## src/rtl/run_ctrl_pkg.sv

```systemverilog
// Shared run-state encoding and default timing for the front-panel run controller.
package run_ctrl_pkg;

  typedef enum logic [2:0] {
    IDLE   = 3'd0,
    RUN    = 3'd1,
    PAUSED = 3'd2,
    HALTED = 3'd3,
    STEP   = 3'd4   // only reachable when single-step is built in
  } run_state_t;

  localparam int unsigned DB_CYCLES_DEF   = 500_000;
  localparam int unsigned STEP_CYCLES_DEF = 50_000_000;

  // States in which the divided CPU clock is held frozen
  function automatic logic is_frozen(run_state_t s);
    return (s == PAUSED) || (s == HALTED);
  endfunction

endpackage

```

## src/rtl/btn_debounce.sv

```systemverilog
// Button conditioner: 2-flop synchronizer, stability counter, one-cycle press pulse on accepted rise.
module btn_debounce #(
  parameter int unsigned DB_CYCLES = 500_000
) (
  input  logic clk,
  input  logic rst,
  input  logic btn_raw,
  output logic btn_level,
  output logic btn_press
);

  localparam int unsigned CNT_W = (DB_CYCLES > 1) ? $clog2(DB_CYCLES) : 1;

  logic             sync1;
  logic             sync2;
  logic [CNT_W-1:0] cnt;

  // Synchronize, then accept a new level only after DB_CYCLES consecutive mismatching samples
  always_ff @(posedge clk) begin
    if (rst) begin
      sync1     <= 1'b0;
      sync2     <= 1'b0;
      cnt       <= '0;
      btn_level <= 1'b0;
      btn_press <= 1'b0;
    end else begin
      sync1     <= btn_raw;
      sync2     <= sync1;
      btn_press <= 1'b0;
      if (sync2 == btn_level) begin
        cnt <= '0;
      end else if (cnt == CNT_W'(DB_CYCLES - 1)) begin
        btn_level <= sync2;
        btn_press <= sync2;
        cnt       <= '0;
      end else begin
        cnt <= cnt + CNT_W'(1);
      end
    end
  end

endmodule

```

## src/rtl/btn_run_ctrl.sv

```systemverilog
// Front-panel run controller: debounced start/stop buttons and CPU halt request drive
// the divider's run_start / run_stop levels.
// Optional feature macro: BTN_RUN_SINGLE_STEP_EN (start while paused releases one divided period).
module btn_run_ctrl
  import run_ctrl_pkg::*;
#(
  parameter int unsigned DB_CYCLES   = DB_CYCLES_DEF,
  parameter int unsigned STEP_CYCLES = STEP_CYCLES_DEF
) (
  input  logic       clk,
  input  logic       rst,
  input  logic       btn_start,
  input  logic       btn_stop,
  input  logic       halt_req,
  output logic       run_start,
  output logic       run_stop,
  output logic [2:0] state_o
);

  run_state_t state_q;
  run_state_t state_d;
  logic       start_press;
  logic       stop_press;

  btn_debounce #(.DB_CYCLES(DB_CYCLES)) u_db_start (
    .clk       (clk),
    .rst       (rst),
    .btn_raw   (btn_start),
    .btn_level (),
    .btn_press (start_press)
  );

  btn_debounce #(.DB_CYCLES(DB_CYCLES)) u_db_stop (
    .clk       (clk),
    .rst       (rst),
    .btn_raw   (btn_stop),
    .btn_level (),
    .btn_press (stop_press)
  );

`ifdef BTN_RUN_SINGLE_STEP_EN
  localparam int unsigned STEP_W = (STEP_CYCLES > 0) ? $clog2(STEP_CYCLES + 1) : 1;

  logic [STEP_W-1:0] step_cnt;

  // Count cycles spent in STEP; restarts at zero on every entry
  always_ff @(posedge clk) begin
    if (rst) begin
      step_cnt <= '0;
    end else if ((state_q == STEP) && (state_d == STEP)) begin
      step_cnt <= step_cnt + STEP_W'(1);
    end else begin
      step_cnt <= '0;
    end
  end
`endif

  // Next-state logic: halt over stop over start; stop wins a simultaneous press
  always_comb begin
    state_d = state_q;
    if (halt_req) begin
      state_d = HALTED;
    end else begin
      case (state_q)
        IDLE:    if (start_press && !stop_press) state_d = RUN;
        RUN:     if (stop_press) state_d = PAUSED;
`ifdef BTN_RUN_SINGLE_STEP_EN
        PAUSED:  if (start_press && !stop_press) state_d = STEP;
        STEP: begin
          if (stop_press) begin
            state_d = PAUSED;
          end else if (step_cnt == STEP_W'(STEP_CYCLES - 1)) begin
            state_d = PAUSED;
          end
        end
`else
        PAUSED:  if (start_press && !stop_press) state_d = RUN;
`endif
        HALTED:  state_d = HALTED;
        default: state_d = IDLE;
      endcase
    end
  end

  // State and output registers, outputs decoded from the next state
  always_ff @(posedge clk) begin
    if (rst) begin
      state_q   <= IDLE;
      run_start <= 1'b0;
      run_stop  <= 1'b0;
    end else begin
      state_q   <= state_d;
      run_start <= run_start | (state_d != IDLE);
      run_stop  <= is_frozen(state_d);
    end
  end

  assign state_o = state_q;

endmodule

```

## config.mk

```make
export PLATFORM = sky130hd
export DESIGN_NAME = btn_run_ctrl
export DESIGN_NICKNAME = d
export VERILOG_FILES = /design/src/rtl/run_ctrl_pkg.sv /design/src/rtl/btn_debounce.sv /design/src/rtl/btn_run_ctrl.sv
export SDC_FILE = /design/constraint.sdc
export NUM_CORES = 1
export LEC_CHECK = 0
export BUFFER_PORTS_ARGS = -buffer_cell sky130_fd_sc_hd__buf_2
export CORE_ASPECT_RATIO = 1.25
export CORE_MARGIN = 2
export CORE_UTILIZATION = 49
export DETAILED_ROUTE_END_ITERATION = 6
export PLACE_DENSITY = 0.62
export SYNTH_ARGS = -nofsm -noshare
export SYNTH_HDL_FRONTEND = slang
export SYNTH_SLANG_ARGS = --single-unit
```

## constraint.sdc

```tcl
create_clock -name clk -period 2 [get_ports clk]
set_input_delay 0.1 -clock clk [delete_from_list [all_inputs] [get_ports clk]]
set_output_delay 0.1 -clock clk [all_outputs]
set_load 0.005 [all_outputs]
```

Yosys cells after proc, flatten, opt, wreduce, memory -nomap -nowiden

Cells that the tools add are included.

Add/sub/neg operators: 2
Equality and inequality tests: 9
Muxes and demuxes: 4
Bitwise operators: 5
Reductions and logical operators: 12

Operators by type and width:

| operator                                                              | count |
|---|---|
| 19-bit by 1-bit adder with 19-bit output, second input constant       | 2 |
| 19-bit equality test, second input constant                           | 2 |
| 3-bit by 2-bit equality test with 1-bit output, second input constant | 4 |
| 3-bit OR reduction                                                    | 4 |
| 3-bit 2-to-1 mux                                                      | 3 |
| 3-bit case mux with 3 select lines                                    | 1 |
| 1-bit inverter                                                        | 4 |
| 2-bit AND reduction                                                   | 2 |
| 3-bit by 1-bit equality test with 1-bit output, second input constant | 1 |
| 3-bit logical NOT                                                     | 1 |
| 3-bit nonzero test                                                    | 1 |
| 1-bit equality test                                                   | 2 |
| 2-bit OR reduction                                                    | 1 |
| 1-bit logical AND                                                     | 1 |
| 1-bit logical NOT                                                     | 1 |
| 1-bit logical OR                                                      | 1 |
| 1-bit OR                                                              | 1 |

Register bits after elaboration: 51
Input bits: 5
Output and inout port bits: 5
Logic and storage cells: 45

Depth between registers and ports, before layout

Gate-level depths: netlist (run 1).

Depth in word-level cells: 7
Gate-level depth with buffers: 6
Gate-level depth less buffers: 5

Cells and area by module

A second synthesis (run 1) with hierarchy kept.

Cells, all modules: 251
Area total of the unflattened synthesis: 2268.4 sq um

Modules (own cells, without submodules):

| module                     | instances | cells each | area an instance (sq um) | sequential area each (sq um) |
|---|---|---|---|---|
| btn_debounce at u_db_start | 1         | 117        | 1057.3                   | 460.4 |
| btn_debounce at u_db_stop  | 1         | 115        | 1029.7                   | 460.4 |
| btn_run_ctrl               | 1         | 19         | 181.4                    | 100.1 |

Least setup slack after synthesis (run 1)

OpenSTA, ideal clock, no wires.

Path kind: reg-to-reg
Start: register u_db_stop.cnt[0]
End: register u_db_stop.cnt[10]
Setup time: 0.117 ns
Arrival time: 1.686 ns
Data required time: 1.883 ns
Path slack: 0.197 ns
Cell stages (with the launch flop): 7
Path buffers: 1
Period minus slack after synthesis: 1.803 ns
Cell sequence: dfxtp_1 ha_1 nand4_1 or3_4 o21ai_4 buf_2 nor2_1

Word-level cells in the longest chain between the ends: 2
Elaborated cells between the ends (all ways): 3
Classes of those cells: add/sub (1); eq/ne (1); reduce/logical (1)

RTL lines:

| what                                                                                             | line               | source |
|---|---|---|
| from (decl)                                                                                      | btn_debounce.sv:16 | `logic [CNT_W-1:0] cnt;` |
| from (signal assigned)                                                                           | btn_debounce.sv:37 | `cnt <= cnt + CNT_W'(1);` |
| parallel branches: the longest is 2 deep, another holds 19-bit by 1-bit adder with 19-bit output | n/a                |  |

Parallel ways; which one is timed is not known.
A chain may end at the register's enable or synchronous reset.

Worst setup path in the final report (run 1)

Start: register u_db_stop.cnt[0]
End: register u_db_stop.btn_level

Word-level cells in the longest chain between the ends: 2

RTL lines:

| what                          | line               | source |
|---|---|---|
| 19-bit equality test          | btn_debounce.sv:32 | `end else if (cnt == CNT_W'(DB_CYCLES - 1)) begin` |
| 2-bit AND reduction (no line) | n/a                |  |
| to (signal assigned)          | btn_debounce.sv:33 | `btn_level <= sync2;` |
| to (decl)                     | btn_debounce.sv:8  | `output logic btn_level,` |

No other way between the ends.

==> results of run 1 <==
==> placed cells by master, fill, tap and decap left out, types with 2 or more instances in the layout <==
cell and count:
sky130_fd_sc_hd__or3_1 5, sky130_fd_sc_hd__or4_1 3, sky130_fd_sc_hd__inv_1 11, sky130_fd_sc_hd__nand2b_1 2, sky130_fd_sc_hd__buf_2 9, sky130_fd_sc_hd__o31ai_1 3
sky130_fd_sc_hd__nor3_1 6, sky130_fd_sc_hd__xor2_1 8, sky130_fd_sc_hd__nor4_1 15, sky130_fd_sc_hd__dfxtp_1 51, sky130_fd_sc_hd__nand2_1 11, sky130_fd_sc_hd__buf_4 7
sky130_fd_sc_hd__o21bai_1 2, sky130_fd_sc_hd__nand3_2 2, sky130_fd_sc_hd__o21ai_0 5, sky130_fd_sc_hd__clkbuf_8 5, sky130_fd_sc_hd__nor2b_1 4, sky130_fd_sc_hd__nand4_1 14
sky130_fd_sc_hd__a21oi_1 13, sky130_fd_sc_hd__or2_1 2, sky130_fd_sc_hd__nand3_1 14, sky130_fd_sc_hd__nor2_1 40, sky130_fd_sc_hd__xnor2_1 21, sky130_fd_sc_hd__ha_1 2
==> synthesized netlist by cell type, types with 3 or more instances <==
library cell / count
sky130_fd_sc_hd__a21oi_1: 13
sky130_fd_sc_hd__buf_2: 3
sky130_fd_sc_hd__dfxtp_1: 51
sky130_fd_sc_hd__inv_1: 11
sky130_fd_sc_hd__nand2_1: 11
sky130_fd_sc_hd__nand3_1: 14
sky130_fd_sc_hd__nand4_1: 14
sky130_fd_sc_hd__nor2_1: 40
sky130_fd_sc_hd__nor2b_1: 4
sky130_fd_sc_hd__nor3_1: 6
sky130_fd_sc_hd__nor4_1: 15
sky130_fd_sc_hd__o21ai_0: 5
sky130_fd_sc_hd__o31ai_1: 3
sky130_fd_sc_hd__or3_1: 5
sky130_fd_sc_hd__or4_1: 3
sky130_fd_sc_hd__xnor2_1: 21
sky130_fd_sc_hd__xor2_1: 8
==> final timing paths <==
kind | depth (start not counted) | from | to | slack, ns
hold reg to reg | 1 | u_db_stop.sync1 | u_db_stop.sync2 | 0.44
setup reg to reg | 5 | u_db_stop.cnt[0] | u_db_stop.btn_level | 0.17
setup / recovery | 5 | u_db_stop.cnt[0] | u_db_stop.btn_level | 0.17
hold / removal | 2 | btn_stop | u_db_stop.sync1 | 0.02
==> final cells by class <==
cell class              instances  share of cell area
well taps                      58              0.0294
multi-input cells             185               0.452
repair buffers                 17              0.0476
clock inverters                 1              0.0121
flip-flops and latches         51               0.413
inverters                      11              0.0167
clock buffers                   6              0.0294
==> state kept, by name, summed over array words and instances, names as in the netlist <==
register	flops
u_db_start.cnt	19
u_db_stop.cnt	19
state_o	3
run_start	1
run_stop	1
u_db_start.btn_level	1
u_db_start.btn_press	1
u_db_start.sync1	1
u_db_start.sync2	1
u_db_stop.btn_level	1
u_db_stop.btn_press	1
u_db_stop.sync1	1
u_db_stop.sync2	1
==> power by group <==
part	switching [mW]	internal, mW
clock network	0.311	0.367
registers	0.00701	1.03
logic	0.0233	0.0200
==> worst max-delay path, cell delays in order, from the launching register on <==
cell and delay [ns]:
sky130_fd_sc_hd__dfxtp_1 0.40, sky130_fd_sc_hd__ha_1 0.18, sky130_fd_sc_hd__nand4_1 0.23, sky130_fd_sc_hd__or3_4 0.47, sky130_fd_sc_hd__or3_1 0.35, sky130_fd_sc_hd__a21oi_1 0.13
==> cell families after synthesis <==
| kind of cell | after synthesis | synth area share |
|---|---|---|
| other | 1 | 0.00169 |
| adder cells (fa/ha/maj) | 2 | 0.0112 |
| AND/OR/NAND/NOR | 127 | 0.304 |
| flip-flops | 51 | 0.459 |
| AO/OA/AOI/OAI | 26 | 0.0714 |
| XOR/XNOR | 29 | 0.114 |
| buffers and inverters | 18 | 0.0388 |
==> layer usage <==
metal | vias up | wire [um]
met4 | 0 | 65
met5 | - | 0
met1 | 825 | 1800
met2 | 24 | 2160
met3 | 8 | 109
li1 | 921 | -
==> metrics by stage <==
stage | util | power (mW) | setup WS (ns)
floorplan | - | 1.08 | 0.197
global placement | 0.540 | 1.10 | 0.207
detailed placement | 0.540 | 1.10 | 0.202
CTS | 0.563 | 1.78 | 0.182
global route | 0.563 | 1.83 | 0.0637
finish | 0.563 | 1.75 | 0.171
==> results.md, run 1 <==
* DRC violation count after routing at 0
* Sum of net half-perimeters after detailed placement at 2.95 mm
* Area after DPL at ~2400 um^2
* Number of different library cells in the post-synthesis netlist at 37
* Latest clock arrival within the worst-skew pair at around 0.3 ns
* Total of buffers placed on input and output ports at 9
* CTS sink count at 51
* Routed len/inst at between 10 and 15 um
* Met3 capacity usage during global routing at 0.0382
* Clock tree from TritonCTS: done
* Met2 layer usage reported by global route at 0.321
* Number of fill cells at between 400 and 500
* Worst IR drop on VDD at slightly below 0.4 mV
* Worst clock skew at about 0.011 ns
* Fmax achieved at ~550 MHz
* Power per Cell Area at 710 nW/um^2
* Post-synthesis area per instance at approximately 9 um^2
* Clock root buffer: sky130_fd_sc_hd__clkbuf_8
* Global-route wire length before repair at between 7 and 8 mm
* Total number of vias at roughly 1800
* Top cells by area in the synthesized netlist: sky130_fd_sc_hd__dfxtp_1 46%, sky130_fd_sc_hd__xnor2_1 8.3%, sky130_fd_sc_hd__nor2_1 6.7%
* Clock transition at the register clock pins on the worst setup and hold paths after CTS at around 0.09 ns
* Net count after synthesis at 261
* Detailed-route wire length at 4.13 mm
* Data arrival time of the critical path at between 2 and 2.5 ns
* Area taken by flip-flops and latches at 1020 um^2
* Initial Utilization at 0.507
* Worst hold slack at 0.0212 ns
* M1 GR Usage at 0.197
* Worst Setup End Kind: flip-flop
* RSZ-0062 raised after global routing: no
* Cts bufs inserted at 5
* Post-synth top area share at 0.459
* Maximum Capacitance Violations at 0
* CP required at between 2 and 2.5 ns
* Flops & latches, synth at between 50 and 60
* Total global routing track utilization at 0.176
* EDFF count, synth at 0
* Die Ht at 79.3 um
* Grt total ovfl at 0
* Final-stage net count at ~280
* Instance count of the mapped netlist at roughly 250
* Number of detailed-route iterations in the first pass at 4
* Leakage at roughly 0.73 nW
* FFs w/ async S/R, synth at 0
* Share of cells above drive strength 1 at 0.111
* Cell type with the largest total area after synthesis: sky130_fd_sc_hd__dfxtp_1
* Post-layout minimum cycle time at ~1.8 ns
* Area growth syn-to-layout at 11.1%
* Type of origin of the critical path: flip-flop
* Count of routing violations after the opening detailed-route iteration at ~100
* Via density per instance at 5.40
* Number of endpoints with negative hold slack in the final report at 0
* Placeable core region at 4390 um^2
* Final Cycle Share at 0.914
* Hold WC Path Type: in2reg
* Clock Tree Buf Depth at 2
* Number of cells upsized or downsized after cts at 0
* Warning count from the yosys run at 0
* Setup Total Neg Slack at 0 ns
* Post-CTS repair timing setup buffer count at 0
* Filler-free cell count of the finished design at between 300 and 400
* Count of nets left with antenna violations after detail routing at 0
* Slew Viols, Final at 0
* Most used DFF post-synth: sky130_fd_sc_hd__dfxtp_1
* H-tree levels at 2
* Worst setup path category: reg2reg
* Final weighted congestion in routability-driven placement at slightly below 0.9
* Overall die width at approximately 64 um
* GRT Max-Usage Layer: met2
* Area of combinational cells with multiple inputs at ~1100 um^2
* Rows at 27
* Hold bufs inserted after CTS at 0
* Status: completed
* DP Cell Count at between 300 and 400
* Die area at ~5100 um^2
* Sequential fraction of the synthesis area at 0.459
* Final cell area excluding filler cells at 2470 um^2
* CP max FO at 5
* Via count of the first global-routing pass at ~1600
* Synth Cell Area at between 2000 and 2500 um^2
* Number of I/O pins at 10
* Antenna Cells at 0
* Antenna violations before repair at 0
* Largest net degree at the start of global routing at 19
* Final setup vio count at 0
Power figures use the tool's default switching activity.
==> run 2, diff against run 1 <==
Settings changed: CORE_ASPECT_RATIO 1.25 to 1.5.
==> run 2 against run 1 <==
Effect of this change:
- clock power grew 11%
- register-to-register slack is essentially flat
- largest cell class unchanged
- final cell count down 2.4%
- critical path type unchanged
- wire length is 2.6% higher
- non-clock buffer count increased by 1
==> results.md, run 2 (synthesis gave the netlist of run 1 again) <==
* WL met2 at approximately 2.3 mm
* Area growth syn-to-layout at 11.7%
* Antenna Cells at 0
* H-tree levels at 2
* Number of endpoints with negative hold slack in the final report at 0
* Placeable core region at ~4400 um^2
* Maximum Capacitance Violations at 0
* Clock root buffer: sky130_fd_sc_hd__clkbuf_8
* Latest clock arrival within the worst-skew pair at ~0.30 ns
* Data arrival time of the critical path at just over 2 ns
* Clock tree from TritonCTS: done
* Total global routing track utilization at 0.186
* Reg-to-Reg Start: u_db_stop.cnt[5]
* Via count of the first global-routing pass at 1706
* Total of buffers placed on input and output ports at 9
* CP required at between 2 and 2.5 ns
* Worst Setup End Kind: flip-flop
* Slew Viols, Final at 0
* Final setup vio count at 0
* Final weighted congestion in routability-driven placement at 0.854
* Leakage at between 0.7 and 0.8 nW
* Count of nets left with antenna violations after detail routing at 0
* Status: completed
* DRC violation count after routing at 0
* Worst hold slack at 0.0214 ns
* Antenna violations before repair at 0
* Die area at 5110 um^2
* Cell depth of the worst min-delay path at 2
* Cts bufs inserted at 5
* Internal reg-to-reg setup slack at 0.18 ns
* Final-stage net count at approximately 280
* RSZ-0062 raised after global routing: no
* Grt total ovfl at 0
* Global-route wire length before repair at 7.47 mm
* Worst clock skew at ~0.005 ns
* Post-layout minimum cycle time at approximately 1.8 ns
* Power per Cell Area at around 740 nW/um^2
* End point of the worst hold path: u_db_stop.sync1
* Routed len/inst at roughly 13 um
* Total number of vias at 1749
* Min setup slack post-route at roughly 0.18 ns
* Detailed-route wire length at ~4.2 mm
* Post-CTS repair timing setup buffer count at 0
* Worst hold path startpoint: btn_stop
* Largest net degree at the start of global routing at 19
* Share of cells above drive strength 1 at 0.117
* Via density per instance at between 5 and 6
* Sum of net half-perimeters after detailed placement at roughly 3.0 mm
* Worst IR drop on VDD at 0.406 mV
* WL met3 at roughly 46 um
* End of the worst register-to-register path: u_db_stop.cnt[18]
* Overall die width at 59.0 um
* Post-layout util at 0.561
* Clock transition at the register clock pins on the worst setup and hold paths after CTS at ~0.090 ns
* Type of origin of the critical path: flip-flop
* Top sig layer: met4
* Number of detailed-route iterations in the first pass at 4
* Setup Slack @ Placement at roughly 0.18 ns
* Setup Total Neg Slack at 0 ns
* Number of I/O pins at 10
* Area after DPL at about 2400 um^2
* Reg2reg path depth at 4
* CP max FO at 7
* Final cell area excluding filler cells at about 2500 um^2
* Fmax achieved at between 500 and 600 MHz
* Die Ht at a little under 90 um
* Initial Utilization at 0.502
* Hold WC Path Type: in2reg
* Rows at 30
* Wire length on met1 at approximately 1.8 mm
* Leading cell types in the layout, fill and taps excluded: 51 x sky130_fd_sc_hd__dfxtp_1, 40 x sky130_fd_sc_hd__nor2_1, 21 x sky130_fd_sc_hd__xnor2_1
* Most common cell after layout, fill and taps aside: sky130_fd_sc_hd__dfxtp_1
* Clock Tree Buf Depth at 2
* Final Cycle Share at 0.909
* CTS sink count at between 50 and 60
* Worst setup path category: reg2reg
* Count of routing violations after the opening detailed-route iteration at between 100 and 150
run 2: changes by cell type in the layout (fill, tap and decap cells not counted):
cell,previous run,this run
sky130_fd_sc_hd__clkbuf_8,5,6
sky130_fd_sc_hd__clkbuf_1,1,0
sky130_fd_sc_hd__dlygate4sd3_1,0,1
sky130_fd_sc_hd__clkinv_2,0,1
run 2: how the worst max path moves through the flow:
stage | startpoint | end | slack (ns) | cells after the start
6_report | u_db_stop.cnt[5] | u_db_stop.cnt[18] | 0.18 | 4
5_1_grt | u_db_start.cnt[1] | u_db_start.cnt[3] | 0.05 | 6
4_1_cts | u_db_stop.cnt[0] | u_db_stop.btn_level | 0.16 | 5
3_5_place_dp | u_db_stop.cnt[0] | u_db_stop.btn_level | 0.18 | 5
3_3_place_gp | u_db_stop.cnt[0] | u_db_stop.btn_level | 0.21 | 5
2_1_floorplan | u_db_stop.cnt[0] | u_db_stop.cnt[10] | 0.20 | 6
run 2: report_power, final:
part | total, mW | leakage (nW) | internal [mW] | switching [mW]
logic | 0.0449 | 0.274 | 0.0213 | 0.0236
clock network | 0.750 | 0.0612 | 0.405 | 0.345
registers | 1.03 | 0.413 | 1.03 | 0.00700
total | 1.83 | 0.749 | 1.45 | 0.375
run 2: cell type report:
type,count,area [um^2]
fill,414,1940
multi-input combinational,185,1120
sequential,51,1020
timing repair buffer,18,128
clock buffer,6,82.6
tap,48,60.1
inverter,11,41.3
clock inverter,2,35.0
run 2: worst max-delay path: stages, from the launching register on:
cell	delay [ns]
sky130_fd_sc_hd__dfxtp_1	0.47
sky130_fd_sc_hd__nand3_2	0.16
sky130_fd_sc_hd__or4_4	0.58
sky130_fd_sc_hd__or4_1	0.41
sky130_fd_sc_hd__a21oi_1	0.14
run 2: layer usage:
metal	vias up	track usage
met5	-	0
met4	0	0.0806
met3	5	0.0269
met2	10	0.332
met1	808	0.212
li1	926	-
run 2: what timing repair did:
item                                    4_1_cts  5_1_grt
resized for setup                             0        0
hold buffers                                  1        0
endpoints found under the setup margin        0        0
hold endpoints to repair                      1        0
run 2: through the flow:
stage / total power, mW / instances
after floorplan: 1.08 / 254
after global placement: 1.10 / 312
after detailed placement: 1.10 / 312
after CTS: 1.85 / 321
after global routing: 1.89 / 321
final: 1.83 / 321
==> run 3, diff against run 2 <==
Settings changed: CORE_MARGIN 2 to 1, PLACE_DENSITY 0.62 to 0.66, SKIP_LAST_GASP set to 1.
==> run 3 against run 2 <==
Effect of this change:
- global-route usage rose by 0.71 points
- critical endpoint is now u_db_stop.cnt[17]
- non-clock buffer count fell by 4
- die area fell by 5.6%
- register-to-register slack barely moved
- maximum frequency rose by 0.50%
- clock skew rose by 0.0082 ns
- utilization rose by 1.0 points
- sequential share of layout area rose by 0.67 points
- wire length fell by 1.6%
- sequential power barely moved
- cell area fell by 1.6%
- via count rose by 1.9%
==> results.md, run 3 (synthesis gave the netlist of run 1 again) <==
* Routed len/inst at between 10 and 15 um
* Largest net degree at the start of global routing at 19
* Count of routing violations after the opening detailed-route iteration at ~110
* Top sig layer: met4
* Min setup slack post-route at 0.192 ns
* H-tree levels at 2
* Fmax achieved at between 500 and 600 MHz
* Number of I/O pins at 10
* Latest clock arrival within the worst-skew pair at around 0.30 ns
* Die area at just under 5000 um^2
* Final Cycle Share at 0.904
* Final cell area excluding filler cells at around 2400 um^2
* Worst Setup End Kind: flip-flop
* Grt total ovfl at 0
* Placeable core region at 4280 um^2
* Data arrival time of the critical path at around 2 ns
* Type of origin of the critical path: flip-flop
* Leakage at about 0.73 nW
* Reg2reg path depth at 4
* Share of cells above drive strength 1 at 0.108
* Worst IR drop on VDD at between 0.4 and 0.5 mV
* WL met2 at 2.25 mm
* Leading cell types in the layout, fill and taps excluded: 51 x sky130_fd_sc_hd__dfxtp_1, 40 x sky130_fd_sc_hd__nor2_1, 21 x sky130_fd_sc_hd__xnor2_1
* CTS sink count at 51
* DRC violation count after routing at 0
* Final-stage net count at ~280
* Clock transition at the register clock pins on the worst setup and hold paths after CTS at 0.09 ns
* Antenna Cells at 0
* End point of the worst hold path: u_db_stop.sync1
* Slew Viols, Final at 0
* Post-CTS repair timing setup buffer count at 0
* WL met3 at 92 um
* Detailed-route wire length at 4.17 mm
* Post-layout minimum cycle time at about 1.8 ns
* Die Ht at between 80 and 90 um
* Antenna violations before repair at 0
* Worst hold path startpoint: btn_stop
* Rows at 29
* Status: completed
* Cts bufs inserted at 5
* Area after DPL at 2330 um^2
* Most common cell after layout, fill and taps aside: sky130_fd_sc_hd__dfxtp_1
* RSZ-0062 raised after global routing: no
* Number of fill cells at around 400
* CP required at 2.24 ns
* Count of nets left with antenna violations after detail routing at 0
* Cell depth of the worst min-delay path at 2
* Wire length on met1 at 1.74 mm
* Area of combinational cells with multiple inputs at ~1100 um^2
* Total global routing track utilization at 0.193
* CP max FO at 7
* Worst clock skew at around 0.013 ns
* Initial Utilization at 0.520
* Area growth syn-to-layout at 9.90%
* Global-route wire length before repair at between 7 and 8 mm
* Sum of net half-perimeters after detailed placement at a little under 3 mm
* Hold bufs inserted after CTS at 0
* Actual slew at the worst max-slew pin at about 0.57 ns
* Number of cells upsized or downsized after cts at 0
* Clock Tree Buf Depth at 2
* Number of endpoints with negative hold slack in the final report at 0
* Area taken by flip-flops and latches at a little over 1000 um^2
* Total of buffers placed on input and output ports at 9
* Maximum Capacitance Violations at 0
* Clock root buffer: sky130_fd_sc_hd__clkbuf_8
* Internal reg-to-reg setup slack at between 0.15 and 0.2 ns
* Setup Slack @ Placement at between 0.2 and 0.25 ns
* Via density per instance at roughly 5.7
* Overall die width at between 50 and 60 um
* Power per Cell Area at about 730 nW/um^2
* Final weighted congestion in routability-driven placement at around 0.81
* Worst hold slack at between 0.008 and 0.009 ns
* End of the worst register-to-register path: u_db_stop.cnt[17]
* Total number of vias at approximately 1800
* Clock tree from TritonCTS: done
* Worst setup path category: reg2reg
* Reg-to-Reg Start: u_db_stop.cnt[5]
* Hold WC Path Type: in2reg
* Final setup vio count at 0
* Max_slew headroom at 0.614
* Via count of the first global-routing pass at between 1500 and 2000
* Number of detailed-route iterations in the first pass at 4
* Setup Total Neg Slack at 0 ns
==> run 3: cell types whose count changed in the layout (fill, tap and decap cells not counted), sizes merged <==
cell         before  now
clkbuf            6    5
dlygate4sd3       1    0
clkinv            1    2
buf              17   14
==> run 3: layout make-up <==
cell class | count | area share
well taps | 46 | 0.0235
flip-flops and latches | 51 | 0.418
inverters | 11 | 0.0169
clock buffers | 5 | 0.0281
repair buffers | 14 | 0.0389
multi-input cells | 185 | 0.457
clock inverters | 3 | 0.0179
==> run 3: worst max path at each step <==
stage	startpoint	endpoint	slack, ns
6_report	u_db_stop.cnt[5]	u_db_stop.cnt[17]	0.19
5_1_grt	u_db_stop.cnt[0]	u_db_stop.btn_level	0.11
4_1_cts	u_db_stop.cnt[0]	u_db_stop.btn_level	0.21
3_5_place_dp	u_db_stop.cnt[5]	u_db_stop.cnt[17]	0.22
3_3_place_gp	u_db_stop.cnt[5]	u_db_stop.cnt[17]	0.27
2_1_floorplan	u_db_stop.cnt[0]	u_db_stop.cnt[10]	0.20
==> run 3: worst max-delay path, cell delays in order, from the launching register on <==
cell	delay (ns)
sky130_fd_sc_hd__dfxtp_1	0.46
sky130_fd_sc_hd__nand3_2	0.16
sky130_fd_sc_hd__or4_4	0.58
sky130_fd_sc_hd__or4_1	0.41
sky130_fd_sc_hd__a21oi_1	0.15
==> run 3: where the power goes <==
part	total [mW]	internal, mW	switching [mW]
Sequential	1.03	1.03	0.00732
Combinational	0.0413	0.0194	0.0219
Clock	0.710	0.373	0.337
Total	1.78	1.42	0.366
==> run 3: through the flow <==
stage	power, mW	std cells	utilization
after floorplan	1.08	254	-
after global placement	1.10	307	0.545
after detailed placement	1.10	307	0.545
final	1.78	315	0.571
after CTS	1.81	315	0.571
after global routing	1.87	315	0.571
==> run 3: routing by layer <==
layer	vias up	GRT usage
met2	33	0.341
li1	918	-
met4	0	0.0976
met5	-	0
met1	824	0.214
met3	8	0.0385
